File: config.mk
export PLATFORM = sky130hd
export DESIGN_NAME = ri_k_calc
export DESIGN_NICKNAME = d
export VERILOG_FILES = /design/src/rtl/ri_k_calc_pkg.sv /design/src/rtl/ri_temp_unit.sv /design/src/rtl/ri_k_calc.sv
export SDC_FILE = /design/constraint.sdc
export NUM_CORES = 1
export LEC_CHECK = 0
export CAP_MARGIN = 10
export CORE_MARGIN = 4
export CORE_UTILIZATION = 49
export DETAILED_ROUTE_END_ITERATION = 10
export PLACE_DENSITY = 0.76
export RECOVER_POWER = 25
export SETUP_SLACK_MARGIN = 0.5
export SLEW_MARGIN = 20
export SYNTH_ARGS = -nofsm -noshare
export SYNTH_HDL_FRONTEND = slang
export SYNTH_SLANG_ARGS = --single-unit
export TNS_END_PERCENT = 5
File: constraint.sdc
create_clock -name clk -period 3.6 [get_ports clk]
set_clock_uncertainty 0.1 [all_clocks]
set_input_delay 0.36 -clock clk [delete_from_list [all_inputs] [get_ports clk]]
set_output_delay 0.36 -clock clk [all_outputs]
set_load 0.05 [all_outputs]
File: src/rtl/ri_k_calc_pkg.sv
// Shared definitions for the run-interruption Golomb-k calculator:
// FSM state encoding, default widths, the run-mode code and the k search limit.
package ri_k_calc_pkg;

  localparam int A_LENGTH_DEF    = 13;
  localparam int N_LENGTH_DEF    = 7;
  localparam int MODE_LENGTH_DEF = 2;
  localparam int RUN_MODE_DEF    = 2;
  localparam int K_MAX_DEF       = 16;

  typedef enum logic [1:0] {
    IDLE = 2'd0,
    CALC = 2'd1,
    DONE = 2'd2
  } state_t;

endpackage

File: src/rtl/ri_temp_unit.sv
// Combinational auxiliary-variable unit: temp = A (+ N/2 for RIType=1) in run mode,
// zero otherwise. Operands are zero-extended so the sum never truncates.
module ri_temp_unit
  import ri_k_calc_pkg::*;
#(
  parameter int A_LENGTH    = A_LENGTH_DEF,
  parameter int N_LENGTH    = N_LENGTH_DEF,
  parameter int TEMP_LENGTH = A_LENGTH + 1,
  parameter int MODE_LENGTH = MODE_LENGTH_DEF,
  parameter int RUN_MODE    = RUN_MODE_DEF
) (
  input  logic [A_LENGTH-1:0]    a_select,
  input  logic [N_LENGTH-1:0]    n_select,
  input  logic                   ri_type,
  input  logic [MODE_LENGTH-1:0] mode,
  output logic [TEMP_LENGTH-1:0] temp
);

  // NOTE: every output of a combinational block gets a default first, so no path
  // leaves it unassigned and no latch is inferred.
  always_comb begin
    temp = '0;
    if (mode == MODE_LENGTH'(RUN_MODE)) begin
      if (ri_type) begin
        temp = TEMP_LENGTH'(a_select) + TEMP_LENGTH'(n_select >> 1);
      end else begin
        temp = TEMP_LENGTH'(a_select);
      end
    end
  end

endmodule

File: src/rtl/ri_k_calc.sv
// Golomb-k search for run-interruption coding: smallest k with (N << k) >= temp.
// Define RI_K_EARLY_EXIT_EN to leave the search at the first passing k; otherwise it always runs K_MAX+1 cycles.
module ri_k_calc
  import ri_k_calc_pkg::*;
#(
  parameter int A_LENGTH    = A_LENGTH_DEF,
  parameter int N_LENGTH    = N_LENGTH_DEF,
  parameter int TEMP_LENGTH = A_LENGTH + 1,
  parameter int MODE_LENGTH = MODE_LENGTH_DEF,
  parameter int RUN_MODE    = RUN_MODE_DEF,
  parameter int K_MAX       = K_MAX_DEF,
  parameter int K_LENGTH    = $clog2(K_MAX + 1)
) (
  input  logic                   clk,
  input  logic                   reset,
  input  logic                   in_valid,
  output logic                   in_ready,
  input  logic [A_LENGTH-1:0]    A_Select,
  input  logic [N_LENGTH-1:0]    N_Select,
  input  logic                   RIType,
  input  logic [MODE_LENGTH-1:0] mode,
  output logic                   out_valid,
  input  logic                   out_ready,
  output logic [TEMP_LENGTH-1:0] temp,
  output logic [K_LENGTH-1:0]    k,
  output logic                   k_sat
);

  // Wide enough that N shifted by K_MAX never loses bits against temp.
  localparam int CMP_W = TEMP_LENGTH + K_MAX;

  state_t                 state_q, state_d;
  logic [TEMP_LENGTH-1:0] temp_calc;
  logic [N_LENGTH-1:0]    n_q;
  logic [K_LENGTH-1:0]    k_cnt;
  logic                   found_q;
  logic [CMP_W-1:0]       n_ext, temp_ext;
  logic                   pass, last;

  ri_temp_unit #(
    .A_LENGTH    (A_LENGTH),
    .N_LENGTH    (N_LENGTH),
    .TEMP_LENGTH (TEMP_LENGTH),
    .MODE_LENGTH (MODE_LENGTH),
    .RUN_MODE    (RUN_MODE)
  ) u_temp (
    .a_select (A_Select),
    .n_select (N_Select),
    .ri_type  (RIType),
    .mode     (mode),
    .temp     (temp_calc)
  );

  assign n_ext    = CMP_W'(n_q);
  assign temp_ext = CMP_W'(temp);
  assign pass     = (n_ext << k_cnt) >= temp_ext;
  assign last     = (k_cnt == K_LENGTH'(K_MAX));

  assign in_ready  = (state_q == IDLE);
  assign out_valid = (state_q == DONE);

  always_comb begin
    state_d = state_q;
    unique case (state_q)
      IDLE: if (in_valid) state_d = CALC;
      CALC: begin
`ifdef RI_K_EARLY_EXIT_EN
        if (pass || last) state_d = DONE;
`else
        if (last) state_d = DONE;
`endif
      end
      DONE: if (out_ready) state_d = IDLE;
      default: state_d = IDLE;
    endcase
  end

  // NOTE: sequential state uses non-blocking assignments so every register
  // updates from the values present before the clock edge.
  always_ff @(posedge clk) begin
    if (reset) state_q <= IDLE;
    else       state_q <= state_d;
  end

  always_ff @(posedge clk) begin
    if (reset) begin
      temp    <= '0;
      n_q     <= '0;
      k_cnt   <= '0;
      k       <= '0;
      k_sat   <= 1'b0;
      found_q <= 1'b0;
    end else begin
      unique case (state_q)
        IDLE: begin
          if (in_valid) begin
            temp    <= temp_calc;
            n_q     <= N_Select;
            k_cnt   <= '0;
            k       <= '0;
            k_sat   <= 1'b0;
            found_q <= 1'b0;
          end
        end
        CALC: begin
          if (!last) k_cnt <= k_cnt + 1'b1;
          // Only the first passing candidate is kept; later passes are ignored.
          if (pass && !found_q) begin
            k       <= k_cnt;
            found_q <= 1'b1;
          end else if (last && !found_q) begin
            k     <= K_LENGTH'(K_MAX);
            k_sat <= 1'b1;
          end
        end
        default: ;
      endcase
    end
  end

endmodule

==> flow_metrics.py <==
metrics = {
    "clocking": {
        "clk_root_buffer_cell": "clkbuf_8",
        "cts_buffers": 5,
        "cts_tree": "built",
        "cts_hold_buf": 0,
        "insertion_delay_ps": 290,
        "clk_pin_slew_worst_paths_ps": 80,
        "numClockSinks": 35,
        "clk_path_buf_depth": 2,
        "htree_num_levels": 2,
    },
    "floorplan": {
        "boundaryPins": 49,
        "die_w_um": 83.9,
        "die_y_um": 83.9,
        "design.core.area_um2": 5540,
        "floorplan.initialDensity": 0.510,
        "rows": 27,
        "design.die.area_um2": 7040,
    },
    "global_route": {
        "first_global_vias": 2804,
        "global_route_total_overflow": 0,
        "grt_use_total": 0.231,
        "grt.met3_usage": 0.0355,
        "grt_start_max_net_pins": 20,
        "top_usage_layer": "met2",
        "grt_first_pass_wirelength_um": 13400,
        "initial_antenna_violation_count": 0,
        "grt.met2_usage": 0.382,
        "gr-usage-met1": 0.311,
    },
    "sta": {
        "max-slew-margin-rel": 0.505,
        "post-route-min-period_ps": 3350,
        "worstMarginPinSlew_ps": 724,
        "setup-violations-final": 0,
        "totalNegativeSetupSlack_ps": 0,
        "timing.final.hold_violations": 0,
        "layout_worst_path_cycle_share": 0.931,
        "grt_setup_unrepaired": "true",
        "maxSlewViolCount": 0,
        "max_freq_ghz": 0.298,
    },
    "power": {
        "p_leak_uw": 0.00153,
        "switchingPower_uw": 443,
        "power.internal_uw": 823,
        "pwr-share-clk": 0.282,
        "power_per_cell_area_nw_per_um2": 346,
        "vdd.ir_drop.worst_mv": 0.248,
        "share_comb_of_total_power": 0.370,
        "power.total_uw": 1270,
        "netSwitchingFraction": 0.350,
        "share_seq_of_total_power": 0.348,
    },
    "critical_path": {
        "critical_path_startpoint_category": "flop",
        "cp_data_required_time_ps": 3680,
        "timing.setup.critical_path_class": "reg -> reg",
        "end_kind": "flop",
        "critPathMaxFanout": 8,
        "arr_time_crit_path_ps": 3430,
    },
    "finish": {
        "layout-area-overhead-vs-synth_pct": 29.6,
        "num-nets-final": 468,
        "drive_gt1_frac": 0.146,
        "antenna_cells": 0,
        "fin_cells": 491,
    },
    "synth": {
        "postSynth.asyncResetShare": 0,
        "number_of_distinct_library_cell_variants_in_the_gate_level_netlist_after_synthesis": 59,
        "synth_area_leaders": "dfxtp_1 (25%), ha_1 (9.7%), nand2_1 (4.9%), a21oi_1 (4.4%), nor2_1 (4.1%)",
        "synthFlopType": "dfxtp_1",
        "fraction_of_post_synthesis_cell_area_in_the_top_cell_type_by_area": 0.248,
        "synth.net_count": 407,
        "synth_area_per_cell_um2": 7.91,
        "synth_largest_area_cell": "dfxtp_1",
        "adder_cell_share_of_the_synthesized_area": 0.105,
        "post_synth_xor_area_fraction": 0.0403,
        "synth_top_family_by_area": "compound AO/OA/AOI/OAI gates",
        "synth_warnings": 0,
        "synth_area_um2": 2820,
        "yosys_register_bits": 35,
        "synth_simple_gate_area_share": 0.211,
        "seq_area_frac_synth": 0.248,
        "count_of_mapped_cells_out_of_synthesis": 357,
        "synth_compound_area_frac": 0.240,
        "synth_edf_count": 0,
        "post_synth_mux_area_share": 0.0864,
    },
    "route": {
        "wl_per_cell_um": 16.3,
        "detail_route.vias_per_cell": 5.95,
        "drt_pre_antenna_iters": 5,
        "ant_nets": 0,
        "drt-initial-drc-count": 333,
        "dr_total_vias": 2921,
        "finalWirelength_um": 8010,
        "drc_errors": 0,
    },
    "flow_run": {
        "maxCapViolCount": 0,
    },
    "run_status": {
        "outcome": "finished, final reports clean",
    },
    "placed_design": {
        "gpl_congestion": 0.969,
        "placed_cells_incl_taps": 472,
        "port_buffers": 48,
        "hpwl_um": 6030,
    },
    "worst_hold_path": {
        "hold_path.class": "reg -> reg",
    },
}
==> power by group through the flow <==
stage	sequential (µW)	combinational (µW)	clock, µW
final	441	468	357
after global routing	446	505	382
after CTS	440	461	362
after detailed placement	452	429	0
after global placement	451	421	0
after floorplan	495	246	0
==> final timing paths <==
| kind | end | slack (ps) | depth (start not counted) | from |
|---|---|---|---|---|
| max | k[4] | 250 | 12 | k_cnt[1] |
| min | k[2] | 370 | 2 | k[2] |
| max reg2reg | k[4] | 250 | 12 | k_cnt[1] |
| min reg2reg | k[2] | 370 | 2 | k[2] |
==> critical path: stages (launching register included) <==
cell	delay [ps]
dfxtp_4	420
buf_4	180
mux4_2	550
nand2_1	100
a21oi_1	80
ha_1	310
nand4_1	140
nor2_1	60
a2111o_1	420
a211oi_4	250
o211ai_2	170
o21ai_4	170
mux2_4	300
==> layout by cell type, fill, tap and decap left out, types with 3 or more instances in the layout <==
master,n
nor2b_1,9
nand2_1,35
nor2_1,31
xnor2_1,12
a21oi_2,3
nor3_1,10
a22o_1,3
and3_1,4
buf_4,23
dlygate4sd3_1,7
mux2i_1,6
a21o_1,3
dfxtp_1,33
clkbuf_8,5
ha_1,22
nand4_1,5
mux2_4,8
a2111oi_0,3
inv_1,30
a211oi_1,6
nand2b_1,10
a21oi_1,22
o22ai_1,12
a32oi_1,3
clkdlybuf4s50_1,41
o21ai_0,7
a22oi_1,6
nand3_1,7
==> cells in the mapped netlist, drive strengths merged, types with 2 or more instances <==
library cell,instances
clkbuf,11
xnor2,12
mux2,11
nand3,7
o22ai,12
o211ai,2
and3,4
o21ai,8
nand2,37
ha,22
nor4,2
a21oi,25
mux4,2
o211a,2
mux2i,6
nand4,5
a22oi,6
o2111ai,2
nor2,31
nand2b,10
nor3,11
buf,7
a31oi,2
a22o,3
a32oi,3
dfxtp,35
o21a,2
inv,31
a211oi,9
nor2b,9
a21o,3
nor3b,2
nand3b,2
a2111oi,4
a211o,2
or3,2
==> cells by family (layout without fill, tap and decap cells) <==
logic type	count (synthesis)	in the layout
buffers and inverters	49	111
AND/OR/NAND/NOR	124	124
multiplexers	19	19
adder cells (fa/ha/maj)	23	23
XOR/XNOR	13	13
flip-flops	35	35
AO/OA/AOI/OAI	94	94
==> final cells by class <==
type	count	area, µm²
Clock buffer	5	68.8
Clock inverter	3	43.8
Fill cell	499	1880
Inverter	31	116
Multi-Input combinational cell	273	1980
Sequential cell	35	708
Tap cell	72	90.1
Timing Repair Buffer	72	657
==> sequential cells by signal, indices dropped and copies added (netlist names) <==
register  cells
found_q       1
k             5
k_cnt         5
k_sat         1
n_q           7
state_q       2
temp         14
==> metal layers <==
metal,vias up,part of all wire
met5,-,0
met4,0,0.019
met3,16,0.078
met2,139,0.47
met1,1358,0.44
li1,1408,-
==> what timing repair did <==
item,CTS,global route
pin swaps,6,0
buffers inserted,11,0
endpoints found under the setup margin,7,9
gates resized for setup,6,1
==> stage by stage <==
stage           util  cell area (µm²)  hold slack (ps)  setup WS [ps]
4_1_cts        0.660             3660              379            316
3_5_place_dp   0.620             3440              367           14.9
6_report       0.661             3660              372            249
5_1_grt        0.661             3660              403            114
3_3_place_gp   0.620             3440              368            127
2_1_floorplan      -             2870              365            246
Note: power is estimated with default switching activity, not from simulation.
